$ cat config.mk
export PLATFORM = sky130hd
export DESIGN_NAME = decoder_scan_ctrl
export DESIGN_NICKNAME = d
export VERILOG_FILES = /design/src/rtl/decoder_scan_ctrl_pkg.sv /design/src/rtl/decoder_scan_ctrl_tick_prescaler.sv /design/src/rtl/decoder_scan_ctrl.sv
export SDC_FILE = /design/constraint.sdc
export NUM_CORES = 1
export LEC_CHECK = 0
export CAP_MARGIN = 20
export CORE_ASPECT_RATIO = 0.8
export CORE_MARGIN = 2
export CORE_UTILIZATION = 40
export CTS_CLUSTER_DIAMETER = 40
export DETAILED_ROUTE_END_ITERATION = 7
export GPL_TIMING_DRIVEN = 0
export MAX_ROUTING_LAYER = met4
export PLACE_DENSITY_LB_ADDON = 0.2
export RECOVER_POWER = 100
export SYNTH_ARGS = -nofsm -noshare
export SYNTH_HDL_FRONTEND = slang
export SYNTH_SLANG_ARGS = --single-unit
$ cat constraint.sdc
create_clock -name clk -period 2.52 [get_ports clk]
set_input_delay 0.252 -clock clk [delete_from_list [all_inputs] [get_ports clk]]
set_output_delay 0.252 -clock clk [all_outputs]
set_load 0.005 [all_outputs]
$ cat src/rtl/decoder_scan_ctrl_pkg.sv
`default_nettype none
// ============================================================================
// Module      : decoder_scan_ctrl_pkg
// Description : Shared definitions for the decoder scan controller.
//               - state encoding S_IDLE / S_RUN / S_DONE (2-bit binary)
//               - select code width CODE_W = 2
//               - helpers that compute the first, last and next scan code
//                 for either count direction
// Config      : DECODER_SCAN_DIR_EN (consumed by decoder_scan_ctrl)
// Revision    : 1.0 - initial release
// ============================================================================
package decoder_scan_ctrl_pkg;

    localparam int CODE_W = 2;

    typedef enum logic [1:0] {
        S_IDLE = 2'd0,
        S_RUN  = 2'd1,
        S_DONE = 2'd2
    } state_t;

    typedef logic [CODE_W-1:0] code_t;

    // Code emitted on the first RUN cycle.
    function automatic code_t code_first(input code_t last, input logic down);
        return down ? last : code_t'(0);
    endfunction

    // Code at which a single pass terminates (on its tick).
    function automatic code_t code_final(input code_t last, input logic down);
        return down ? code_t'(0) : last;
    endfunction

    // Wrapping step within the range 0..last.
    function automatic code_t code_step(input code_t code, input code_t last,
                                        input logic down);
        code_t nxt;
        if (down) begin
            nxt = (code == code_t'(0)) ? last : code - code_t'(1);
        end else begin
            nxt = (code == last) ? code_t'(0) : code + code_t'(1);
        end
        return nxt;
    endfunction

endpackage : decoder_scan_ctrl_pkg
`default_nettype wire

$ cat src/rtl/decoder_scan_ctrl_tick_prescaler.sv
`default_nettype none
// ============================================================================
// Module      : tick_prescaler
// Description : Free-running modulo-(DIV_MAX+1) counter with terminal-count
//               strobe. Counts while en is high; clr forces it back to zero.
// Ports       : clk  in  system clock, rising edge
//               rst  in  asynchronous active-high reset
//               clr  in  synchronous clear (takes priority over en)
//               en   in  count enable
//               tc   out high for the cycle in which the counter sits at
//                        DIV_MAX while enabled (wraps on the next edge)
// Revision    : 1.0 - initial release
// ============================================================================
module tick_prescaler #(
    parameter int DIV_WIDTH = 16,
    parameter int DIV_MAX   = 49999
) (
    input  logic clk,
    input  logic rst,
    input  logic clr,
    input  logic en,
    output logic tc
);

    // Terminal count is the parameter truncated to the counter width.
    localparam logic [DIV_WIDTH-1:0] c_div_max = DIV_WIDTH'(DIV_MAX);

    logic [DIV_WIDTH-1:0] r_cnt;
    logic                 w_at_max;

    assign w_at_max = (r_cnt == c_div_max);
    assign tc       = en & w_at_max;

    always_ff @(posedge clk or posedge rst) begin
        if (rst) begin
            r_cnt <= '0;
        end else if (clr) begin
            r_cnt <= '0;
        end else if (en) begin
            if (w_at_max) begin
                r_cnt <= '0;
            end else begin
                r_cnt <= r_cnt + DIV_WIDTH'(1);
            end
        end
    end

endmodule : tick_prescaler
`default_nettype wire

$ cat src/rtl/decoder_scan_ctrl.sv
`default_nettype none
// ============================================================================
// Module      : decoder_scan_ctrl
// Description : Sequencer driving the select inputs (a = MSB, b = LSB) of a
//               2-to-4 decoder. Steps a 2-bit code 0..LAST_CODE every
//               DIV_MAX+1 clocks, either once (single=1) or continuously.
// Ports       : clk     in  system clock, rising edge
//               rst     in  asynchronous active-high reset
//               start   in  begins a scan when idle (level sampled)
//               stop    in  aborts a scan, wins over start and tick
//               single  in  sampled with start: 1 = one pass, 0 = continuous
//               dir     in  (DECODER_SCAN_DIR_EN only) sampled with start:
//                           1 = count down from LAST_CODE
//               a, b    out registered decoder selects (code[1], code[0])
//               tick    out one-cycle pulse on the edge the code advances
//               busy    out high while scanning
//               done    out one-cycle pulse at the end of a single pass
// Config      : `define DECODER_SCAN_DIR_EN adds the dir input and the
//               down-count mode; without it the scan counts up only.
// Revision    : 1.0 - initial release
// ============================================================================
module decoder_scan_ctrl
    import decoder_scan_ctrl_pkg::*;
#(
    parameter int DIV_WIDTH = 16,
    parameter int DIV_MAX   = 49999,
    parameter int LAST_CODE = 3
) (
    input  logic clk,
    input  logic rst,
    input  logic start,
    input  logic stop,
    input  logic single,
`ifdef DECODER_SCAN_DIR_EN
    input  logic dir,
`endif
    output logic a,
    output logic b,
    output logic tick,
    output logic busy,
    output logic done
);

    localparam code_t c_last = code_t'(LAST_CODE);

    state_t r_state;
    state_t w_state_nx;
    code_t  r_code;
    code_t  w_code_nx;
    logic   r_single;
    logic   w_single_nx;
    logic   r_down;
    logic   w_down_nx;
    logic   w_dir_in;
    logic   w_en;
    logic   w_clr;
    logic   w_tc;
    logic   w_tick_nx;
    logic   r_tick;
    logic   r_busy;
    logic   r_done;

`ifdef DECODER_SCAN_DIR_EN
    assign w_dir_in = dir;
`else
    assign w_dir_in = 1'b0;
`endif

    // The prescaler only runs in RUN and is held cleared everywhere else, so
    // every scan starts from a fresh count. Gating en with stop keeps a stop
    // that coincides with the terminal count from producing a tick.
    assign w_en  = (r_state == S_RUN) && !stop;
    assign w_clr = !w_en;

    tick_prescaler #(
        .DIV_WIDTH (DIV_WIDTH),
        .DIV_MAX   (DIV_MAX)
    ) u_prescaler (
        .clk (clk),
        .rst (rst),
        .clr (w_clr),
        .en  (w_en),
        .tc  (w_tc)
    );

    // ------------------------------------------------------------------
    // FSM state register
    // ------------------------------------------------------------------
    always_ff @(posedge clk or posedge rst) begin
        if (rst) begin
            r_state <= S_IDLE;
        end else begin
            r_state <= w_state_nx;
        end
    end

    // ------------------------------------------------------------------
    // Next state, next code and next output values
    // ------------------------------------------------------------------
    always_comb begin
        w_state_nx  = r_state;
        w_code_nx   = r_code;
        w_single_nx = r_single;
        w_down_nx   = r_down;
        w_tick_nx   = 1'b0;

        case (r_state)
            S_IDLE: begin
                w_code_nx = '0;
                if (start && !stop) begin
                    w_state_nx  = S_RUN;
                    w_single_nx = single;
                    w_down_nx   = w_dir_in;
                    w_code_nx   = code_first(c_last, w_dir_in);
                end
            end

            S_RUN: begin
                if (stop) begin
                    w_state_nx = S_IDLE;
                    w_code_nx  = '0;
                end else if (w_tc) begin
                    w_tick_nx = 1'b1;
                    if (r_single && (r_code == code_final(c_last, r_down))) begin
                        w_state_nx = S_DONE;
                        w_code_nx  = '0;
                    end else begin
                        w_code_nx = code_step(r_code, c_last, r_down);
                    end
                end
            end

            S_DONE: begin
                w_state_nx = S_IDLE;
                w_code_nx  = '0;
            end

            default: begin
                w_state_nx = S_IDLE;
                w_code_nx  = '0;
            end
        endcase
    end

    // ------------------------------------------------------------------
    // Code, mode latches and registered outputs. busy/done are derived from
    // the next state so they change on the same edge as the state itself.
    // ------------------------------------------------------------------
    always_ff @(posedge clk or posedge rst) begin
        if (rst) begin
            r_code   <= '0;
            r_single <= 1'b0;
            r_down   <= 1'b0;
            r_tick   <= 1'b0;
            r_busy   <= 1'b0;
            r_done   <= 1'b0;
        end else begin
            r_code   <= w_code_nx;
            r_single <= w_single_nx;
            r_down   <= w_down_nx;
            r_tick   <= w_tick_nx;
            r_busy   <= (w_state_nx == S_RUN);
            r_done   <= (w_state_nx == S_DONE);
        end
    end

    assign a    = r_code[1];
    assign b    = r_code[0];
    assign tick = r_tick;
    assign busy = r_busy;
    assign done = r_done;

endmodule : decoder_scan_ctrl
`default_nettype wire

==> impl_metrics.env, run 1 <==
export IMPL_status="finished clean"
export IMPL_antenna_left=0
export IMPL_cp_common_cell="nand3_1"
export IMPL_post_route_period_util_pct=76.45
export IMPL_fin_worst_skew_ns=0.003815
export IMPL_min_path_type="reg2reg"
export IMPL_critPathLaunch="u_prescaler.r_cnt[0]"
export IMPL_grt_antenna_before_repair=0
export IMPL_critPathMaxFanout=10
export IMPL_grt_first_pass_wirelength_mm=3.670
export IMPL_cp_cell_sequence="ha_1 > nand3_1 > nand4b_1 > nand3_1 > buf_4 > nor2_1"
export IMPL_synth_net_count=115
export IMPL_fmax_mhz=519.1
export IMPL_grt_pass1_vias=807
export IMPL_routed_wl_mm=2.059
export IMPL_avgSynthCellArea_sq_um=10.50
export IMPL_cp_num_buf_inv=1
export IMPL_start_util_pct=41.64
export IMPL_cp_endpoint="u_prescaler.r_cnt[8]"
export IMPL_ys_seq_elements=24
export IMPL_cts_buffers=3
export IMPL_r2r_cells=6
export IMPL_htree_levels=1
export IMPL_worstSetupStartpointType="flip-flop"
export IMPL_drc=0
export IMPL_drv_slew=0
export IMPL_die_x_um=63.52
export IMPL_worst_pin_slew_ns=0.8786
export IMPL_grt_ovfl_total=0
export IMPL_firstDrtPassIters=5
export IMPL_vias=821
export IMPL_drive_gt1_share_pct=7.500
export IMPL_rows=17
export IMPL_grt_max_degree=25
export IMPL_hold_violations=0
export IMPL_portBuffers=9
export IMPL_finalSetupViolations=0
export IMPL_layout_commonest_cell="dfrtp_1"
export IMPL_clkSinkCount=24
export IMPL_critical_path_top_delay_family="simple AND/OR/NAND/NOR gates"
export IMPL_cts_root_buf="clkbuf_4"
export IMPL_grt_total_usage_pct=15.06
export IMPL_vdd_ir_drop_max_v=0.0003273
export IMPL_n_fill_cell=285
export IMPL_cts_setup_buffers=0
export IMPL_syn_area_sq_um=1134
export IMPL_crit_required_ns=2.73
export IMPL_ctsResizeCount=0
export IMPL_critPathSlowestCell="dfrtp_1"
export IMPL_avgRoutedWirePerCell_um=13.03
export IMPL_setup_worst_path_class="reg2reg"
export IMPL_ios=10
export IMPL_drtIter0Drc=23
export IMPL_arrival_ns=2.13
export IMPL_end_kind="flip-flop"
export IMPL_die_y_um=51.62
export IMPL_placed_cells=155
export IMPL_rsz0062_at_grt="no"
export IMPL_fin_crit_ns=1.927
export IMPL_finalSetupTns_ns=0
export IMPL_via_per_inst=5.196
export IMPL_dp_hpwl_mm=1.565
export IMPL_final_cell_count_no_fill=158
export IMPL_yosysWarningCount=0
export IMPL_r2r_end="u_prescaler.r_cnt[8]"
export IMPL_clock_latency_ns=0.31
export IMPL_seq_area_frac_synth_pct=52.98
export IMPL_power_density_nw_per_um2=455.7
export IMPL_synthCells=108
export IMPL_clk_pin_slew_ns=0.11
export IMPL_coreArea_sq_um=2723
export IMPL_clockBufferDepth=2
export IMPL_cts_tree="yes"
export IMPL_min_from="u_prescaler.r_cnt[0]"
export IMPL_timing_rr_start="u_prescaler.r_cnt[0]"
export IMPL_leakagePower_nw=0.5653
export IMPL_gp_congestion=0.8813
export IMPL_cpPeakStageDelay_ns=0.41
export IMPL_diodes=0
export IMPL_worstSetupPathDepth=6
export IMPL_final_cell_mix="dfrtp_1, nor2_1, xor2_1"
export IMPL_synth_distinct_cells=26
export IMPL_fin_nets=129
export IMPL_dieArea_sq_um=3279
export IMPL_area_delta_synth_final_pct=13.13
export IMPL_slew_headroom_pct=41.36
export IMPL_r2r_slack_ns=0.59
export IMPL_cts_hold_buf=0
export IMPL_drv_cap=0
## cells by family after synthesis
kind of cell / after synthesis / share of synthesized area (%)
AOI/OAI and AO/OA: 3 / 1.324
xor gates and xnor gates: 14 / 10.82
adders and majority gates: 2 / 2.207
buffers and inverters: 6 / 2.539
DFF: 24 / 52.98
muxes: 2 / 1.876
and+or+nand+nor: 57 / 28.26
## registers in the layout, summed over array words and instances (netlist names)
signal	flops
busy	1
done	1
r_code	2
r_single	1
r_state	2
tick	1
u_prescaler.r_cnt	16
## worst min-delay path by stage
stage / endpoint / slack (ns) / cells after the start
2_1_floorplan: busy / 0.27 / 1
3_3_place_gp: u_prescaler.r_cnt[0] / 0.47 / 1
3_5_place_dp: u_prescaler.r_cnt[0] / 0.48 / 1
4_1_cts: r_single / 0.44 / 2
5_1_grt: u_prescaler.r_cnt[0] / 0.51 / 1
6_report: u_prescaler.r_cnt[0] / 0.49 / 1
## cells in the mapped netlist (all sizes together)
| cell | count | area share (%) |
|---|---|---|
| xor2 | 9 | 7.0 |
| o21ai | 2 | 0.88 |
| mux2 | 1 | 0.99 |
| nand3 | 7 | 3.5 |
| nor4 | 2 | 1.1 |
| nand4 | 8 | 4.4 |
| xnor2 | 5 | 3.9 |
| and3 | 5 | 2.8 |
| or3 | 1 | 0.55 |
| a21oi | 1 | 0.44 |
| nand3b | 1 | 0.66 |
| nand4b | 1 | 1.3 |
| nor2 | 23 | 7.6 |
| nor4bb | 1 | 0.88 |
| and4 | 1 | 0.99 |
| mux2i | 1 | 0.88 |
| dfrtp | 24 | 53 |
| buf | 3 | 1.5 |
| nand2 | 4 | 1.3 |
| ha | 2 | 2.2 |
| nor4b | 1 | 1.3 |
| inv | 3 | 0.99 |
| and4bb | 1 | 1.1 |
| or4 | 1 | 0.66 |
## per-stage QoR
step                      area, sq um  setup WS, ns  hold WS [ns]  utilization (%)  power (W)
after floorplan                  1134         1.035        0.2666                -  0.0004210
after global placement           1271        0.8002        0.4652            46.69  0.0004345
after detailed placement         1271        0.7894        0.4756            46.69  0.0004355
after CTS                        1294        0.7597        0.4388            47.52  0.0005985
after global routing             1282        0.4221        0.5144            47.10  0.0006148
final                            1282        0.5934        0.4900            47.10  0.0005845
## report_power, final
part / leakage [nW] / internal, W / switching [W] / total, W
Clock: 0.0138 / 0.0000559 / 0.000102 / 0.000158
Sequential: 0.330 / 0.000391 / 0.00000496 / 0.000396
Combinational: 0.222 / 0.0000125 / 0.0000174 / 0.0000299
## routing by layer
layer  global-route usage, %  share of wire [%]  vias up
li1                        -                  -      401
met1                   19.67                 50      405
met2                   23.51                 45       11
met3                   3.896                3.2        4
met4                   4.348                1.1        0
met5                       -                  0        -
## area by class of cell
class	instances	area, sq um	area share, %
Sequential cell	24	600.6	46.83
Timing Repair Buffer	9	90.09	7.024
Inverter	3	11.26	0.8780
Multi-Input combinational cell	78	493.0	38.44
Tap cell	38	47.55	3.707
Buffer	3	17.52	1.366
Clock buffer	3	22.52	1.756
## worst register-to-register path: stages (launching register included)
cell	delay [ns]
dfrtp_1	0.41
ha_1	0.30
nand3_1	0.14
nand4b_1	0.37
nand3_1	0.34
buf_4	0.23
nor2_1	0.06
Power figures use the tool's default switching activity.
==> inputs of run 2 (changes only) <==
clock period = 1.9 ns   (was 2.52 ns; I/O delays follow)
==> run 2 against run 1 <==
  * Clock power increased by 32%
  * Hold slack improved by 0.0021 ns
  * Die area unchanged
  * Critical path depth decreased by 1
  * Clock-buffer cell count unchanged
  * Largest cell class unchanged
  * Largest power group unchanged
==> impl_metrics.env, run 2 (synthesized netlist as in run 1, its figures left out) <==
export IMPL_internal_power_w=0.0006101
export IMPL_drtIter0Drc=18
export IMPL_layout_commonest_cell="dfrtp_1"
export IMPL_drive_gt1_share_pct=9.167
export IMPL_power_share_clock_pct=26.9
export IMPL_post_route_period_util_pct=92.10
export IMPL_dieArea_sq_um=3279
export IMPL_placed_cells=155
export IMPL_hold_violations=0
export IMPL_dp_hpwl_mm=1.565
export IMPL_grt_pass1_vias=807
export IMPL_rsz0062_at_grt="no"
export IMPL_vdd_ir_drop_max_v=0.0004503
export IMPL_crit_required_ns=2.11
export IMPL_fin_nets=129
export IMPL_arrival_ns=1.96
export IMPL_r2r_slack_ns=0.15
export IMPL_cts_buffers=3
export IMPL_finalSetupViolations=0
export IMPL_grt_first_pass_wirelength_mm=3.670
export IMPL_critical_path_top_delay_family="simple AND/OR/NAND/NOR gates"
export IMPL_finalSetupTns_ns=0
export IMPL_clock_latency_ns=0.31
export IMPL_cts_setup_buffers=0
export IMPL_n_fill_cell=282
export IMPL_cp_cell_sequence="nor4bb_1 > nand4b_2 > nand3_2 > buf_4 > nor2_1"
export IMPL_portBuffers=9
export IMPL_die_x_um=63.52
export IMPL_grt_ovfl_total=0
export IMPL_setup_worst_path_class="reg2reg"
export IMPL_area_delta_synth_final_pct=14.24
export IMPL_power_density_nw_per_um2=598.1
export IMPL_worst_pin_slew_ns=0.8771
export IMPL_regMostFlops="u_prescaler.r_cnt"
export IMPL_largest_reg_flops=16
export IMPL_clk_pin_slew_ns=0.11
export IMPL_leakagePower_nw=0.5743
export IMPL_p_switching_w=0.0001645
export IMPL_final_cell_mix="dfrtp_1, nor2_1, xor2_1"
export IMPL_cts_root_buf="clkbuf_4"
export IMPL_final_cell_count_no_fill=158
export IMPL_drv_slew=0
export IMPL_gp_congestion=0.8813
export IMPL_status="finished clean"
export IMPL_clkSinkCount=24
export IMPL_grt_antenna_before_repair=0
export IMPL_clockBufferDepth=2
export IMPL_cts_tree="yes"
export IMPL_firstDrtPassIters=4
export IMPL_cp_num_buf_inv=1
export IMPL_routed_wl_mm=2.050
export IMPL_timing_rr_start="u_prescaler.r_cnt[12]"
export IMPL_grt_max_degree=25
export IMPL_via_per_inst=5.158
export IMPL_coreArea_sq_um=2723
export IMPL_min_path_type="in2async"
export IMPL_critPathMaxFanout=10
export IMPL_avgRoutedWirePerCell_um=12.97
export IMPL_post_route_util_pct=47.56
export IMPL_critPathSlowestCell="dfrtp_1"
export IMPL_r2r_end="u_prescaler.r_cnt[8]"
export IMPL_fmax_mhz=571.4
export IMPL_end_kind="flip-flop"
export IMPL_fin_worst_skew_ns=0.003632
export IMPL_fin_crit_ns=1.750
export IMPL_reg_top3="u_prescaler.r_cnt x16, r_code x2, r_state x2"
export IMPL_slew_headroom_pct=41.46
export IMPL_antenna_left=0
export IMPL_vias=815
export IMPL_p_seq_share_pct=67.9
export IMPL_combPwrFrac_pct=5.2
export IMPL_rows=17
export IMPL_ios=10
export IMPL_grt_total_usage_pct=15.06
export IMPL_r2r_cells=5
export IMPL_start_util_pct=41.64
export IMPL_die_y_um=51.62
export IMPL_htree_levels=1
export IMPL_worstSetupStartpointType="flip-flop"
export IMPL_drc=0
export IMPL_drv_cap=0
export IMPL_sw_frac_of_total_pct=21.24
export IMPL_diodes=0
export IMPL_cpPeakStageDelay_ns=0.45
-- run 2: power groups by stage --
stage / clock (W) / combinational (W) / sequential, W
2_1_floorplan: 0 / 0.0000239 / 0.000534
5_1_grt: 0.000244 / 0.0000451 / 0.000527
3_3_place_gp: 0 / 0.0000413 / 0.000535
6_report: 0.000208 / 0.0000402 / 0.000526
4_1_cts: 0.000226 / 0.0000423 / 0.000526
3_5_place_dp: 0 / 0.0000417 / 0.000536
-- run 2: worst max-delay path by stage --
stage                          startpoint                    end  slack [ns]  depth (start not counted)
global placement     u_prescaler.r_cnt[0]  u_prescaler.r_cnt[14]        0.18                          6
finish              u_prescaler.r_cnt[12]   u_prescaler.r_cnt[8]        0.15                          5
global route        u_prescaler.r_cnt[12]  u_prescaler.r_cnt[11]        0.03                          5
detailed placement   u_prescaler.r_cnt[0]  u_prescaler.r_cnt[12]        0.17                          6
CTS                  u_prescaler.r_cnt[0]  u_prescaler.r_cnt[10]        0.14                          6
floorplan            u_prescaler.r_cnt[0]  u_prescaler.r_cnt[13]        0.42                          6
-- run 2: stage by stage --
stage	hold slack (ns)	area [sq um]	total power, W	setup WS [ns]
2_1_floorplan	0.2046	1134	0.0005583	0.4150
3_3_place_gp	0.4652	1271	0.0005763	0.1802
3_5_place_dp	0.4756	1271	0.0005776	0.1694
4_1_cts	0.3768	1294	0.0007938	0.1397
5_1_grt	0.4844	1295	0.0008163	0.02914
6_report	0.4921	1295	0.0007746	0.1500
-- run 2: repair_timing --
action                     in CTS  in global routing
setup endpoints to repair       0                  2
hold endpoints to repair        0                  0
gates resized for setup         0                  1
hold buffers                    0                  0
-- run 2: layout make-up --
class | instances | area [sq um] | share of cell area, %
Timing Repair Buffer | 9 | 90.09 | 6.957
Sequential cell | 24 | 600.6 | 46.38
Tap cell | 38 | 47.55 | 3.672
Clock buffer | 3 | 22.52 | 1.739
Multi-Input combinational cell | 78 | 506.7 | 39.13
Inverter | 3 | 11.26 | 0.8696
Buffer | 3 | 16.27 | 1.256
-- run 2: routing by layer --
| metal | wire length [um] | vias up | GRT usage [%] | part of all wire, % |
|---|---|---|---|---|
| li1 | - | 399 | - | - |
| met1 | 1044 | 404 | 19.67 | 51 |
| met2 | 922 | 8 | 23.51 | 45 |
| met3 | 62 | 4 | 3.896 | 3.0 |
| met4 | 21 | 0 | 4.348 | 1.0 |
| met5 | 0 | - | - | 0 |
==> inputs of run 3 (changes only) <==
CORE_UTILIZATION = 30   (was 40)
PLACE_DENSITY = 0.48   (was default)
PLACE_DENSITY_LB_ADDON = default   (was 0.2)
==> run 3 against run 2 <==
  * Clock skew rose by 0.00059 ns
  * Sequential power barely moved
  * Register-to-register slack improved by 0.05 ns
  * Critical path type unchanged
  * Die area rose by 31%
  * Critical path depth rose by 1
  * Cell count rose by 2.5%
  * Worst setup slack improved by 0.045 ns
  * Largest cell class unchanged
  * Utilization fell by 10 points
  * Global-route usage fell by 3.1 points
  * Via count fell by 1.5%
==> impl_metrics.env, run 3 (synthesized netlist as in run 1, its figures left out) <==
export IMPL_status="finished clean"
export IMPL_clockBufferDepth=2
export IMPL_fmax_mhz=586.6
export IMPL_vdd_ir_drop_max_v=0.0003632
export IMPL_fin_crit_ns=1.705
export IMPL_area_delta_synth_final_pct=16.45
export IMPL_hold_worst_slack_ns=0.4837
export IMPL_drive_gt1_share_pct=10.00
export IMPL_r2r_slack_ns=0.20
export IMPL_ctsResizeCount=0
export IMPL_cts_buffers=3
export IMPL_rsz0062_at_grt="no"
export IMPL_drc=0
export IMPL_placed_cells=159
export IMPL_diodes=0
export IMPL_clkSinkCount=24
export IMPL_largest_reg_flops=16
export IMPL_hold_violations=0
export IMPL_via_per_inst=4.957
export IMPL_finalSetupTns_ns=0
export IMPL_ios=10
export IMPL_n_fill_cell=352
export IMPL_die_y_um=58.98
export IMPL_worst_pin_slew_ns=0.8808
export IMPL_fin_nets=129
export IMPL_reg_top3="u_prescaler.r_cnt x16, r_code x2, r_state x2"
export IMPL_vias=803
export IMPL_start_util_pct=32.22
export IMPL_clk_pin_slew_ns=0.08
export IMPL_rows=19
export IMPL_grt_antenna_before_repair=0
export IMPL_drv_cap=0
export IMPL_arrival_ns=1.86
export IMPL_avgRoutedWirePerCell_um=12.97
export IMPL_finalSetupViolations=0
export IMPL_final_cell_mix="dfrtp_1, nor2_1, xor2_1"
export IMPL_cts_hold_buf=0
export IMPL_r2r_cells=6
export IMPL_grt_max_degree=25
export IMPL_dieArea_sq_um=4289
export IMPL_drv_slew=0
export IMPL_leakagePower_nw=0.5855
export IMPL_grt_ovfl_total=0
export IMPL_power_density_nw_per_um2=646.0
export IMPL_cts_root_buf="clkbuf_8"
export IMPL_htree_levels=1
export IMPL_post_route_period_util_pct=89.73
export IMPL_cts_tree="yes"
export IMPL_coreArea_sq_um=3518
export IMPL_routed_wl_mm=2.101
export IMPL_slew_headroom_pct=41.22
export IMPL_clock_latency_ns=0.26
export IMPL_min_to="u_prescaler.r_cnt[0]"
export IMPL_layout_commonest_cell="dfrtp_1"
export IMPL_fin_worst_skew_ns=0.004219
export IMPL_dp_hpwl_mm=1.551
export IMPL_end_kind="flip-flop"
export IMPL_grt_pass1_vias=769
export IMPL_firstDrtPassIters=4
export IMPL_grt_total_usage_pct=11.96
export IMPL_critPathMaxFanout=10
export IMPL_min_from="u_prescaler.r_cnt[0]"
export IMPL_cts_setup_buffers=0
export IMPL_setup_worst_path_class="reg2reg"
export IMPL_drtIter0Drc=53
export IMPL_grt_first_pass_wirelength_mm=3.739
export IMPL_gp_congestion=0.8153
export IMPL_antenna_left=0
export IMPL_r2r_end="u_prescaler.r_cnt[11]"
export IMPL_hold_depth=1
export IMPL_portBuffers=9
export IMPL_post_route_util_pct=37.52
export IMPL_worstSetupStartpointType="flip-flop"
export IMPL_crit_required_ns=2.05
export IMPL_timing_rr_start="u_prescaler.r_cnt[0]"
export IMPL_die_x_um=72.73
export IMPL_regMostFlops="u_prescaler.r_cnt"
export IMPL_min_path_type="reg2reg"
export IMPL_final_cell_count_no_fill=162
run 3: cell counts in the layout (fill, tap and decap cells not counted):
No cell type changed its count.
run 3: area by class of cell:
class / count / area [sq um] / area share (%)
multi-input combinational: 78 / 506.7 / 38.39
buffer: 3 / 17.52 / 1.327
inverter: 3 / 11.26 / 0.8531
tap: 42 / 52.55 / 3.981
timing repair buffer: 9 / 90.09 / 6.825
clock buffer: 3 / 41.29 / 3.128
sequential: 24 / 600.6 / 45.50
run 3: per-stage QoR:
stage	instance area, sq um	total power (W)	setup WS, ns
4_1_cts	1318	0.0008654	0.1004
6_report	1320	0.0008527	0.1952
3_3_place_gp	1276	0.0005777	0.1143
2_1_floorplan	1134	0.0005583	0.4150
5_1_grt	1320	0.0009008	0.02478
3_5_place_dp	1276	0.0005778	0.1173
run 3: per-layer routing:
metal,vias up,part of all wire (%),track usage (%)
met5,-,0,-
met4,0,1.1,3.968
met3,2,4.0,4.082
met2,12,43,15.97
met1,392,52,16.92
li1,397,-,-
run 3: how the worst max path moves through the flow:
stage	depth (start not counted)	startpoint	to	slack [ns]
after floorplan	6	u_prescaler.r_cnt[0]	u_prescaler.r_cnt[13]	0.42
after global placement	6	u_prescaler.r_cnt[0]	u_prescaler.r_cnt[7]	0.11
after detailed placement	6	u_prescaler.r_cnt[0]	u_prescaler.r_cnt[14]	0.12
after CTS	6	u_prescaler.r_cnt[0]	u_prescaler.r_cnt[14]	0.10
after global routing	6	u_prescaler.r_cnt[0]	u_prescaler.r_cnt[9]	0.02
final	6	u_prescaler.r_cnt[0]	u_prescaler.r_cnt[11]	0.20
run 3: worst max-delay path, stage by stage (launching register included):
cell and delay (ns):
dfrtp_1 0.39, ha_2 0.27, nand3_1 0.13, nand4b_2 0.33, nand3_2 0.22, buf_4 0.20, nor2_1 0.06
run 3: where the power goes:
part	switching [W]	internal, W	leakage, nW
Combinational	0.0000229	0.0000169	0.234
Clock	0.000146	0.000141	0.0216
Sequential	0.00000670	0.000519	0.330
Total	0.000176	0.000677	0.585
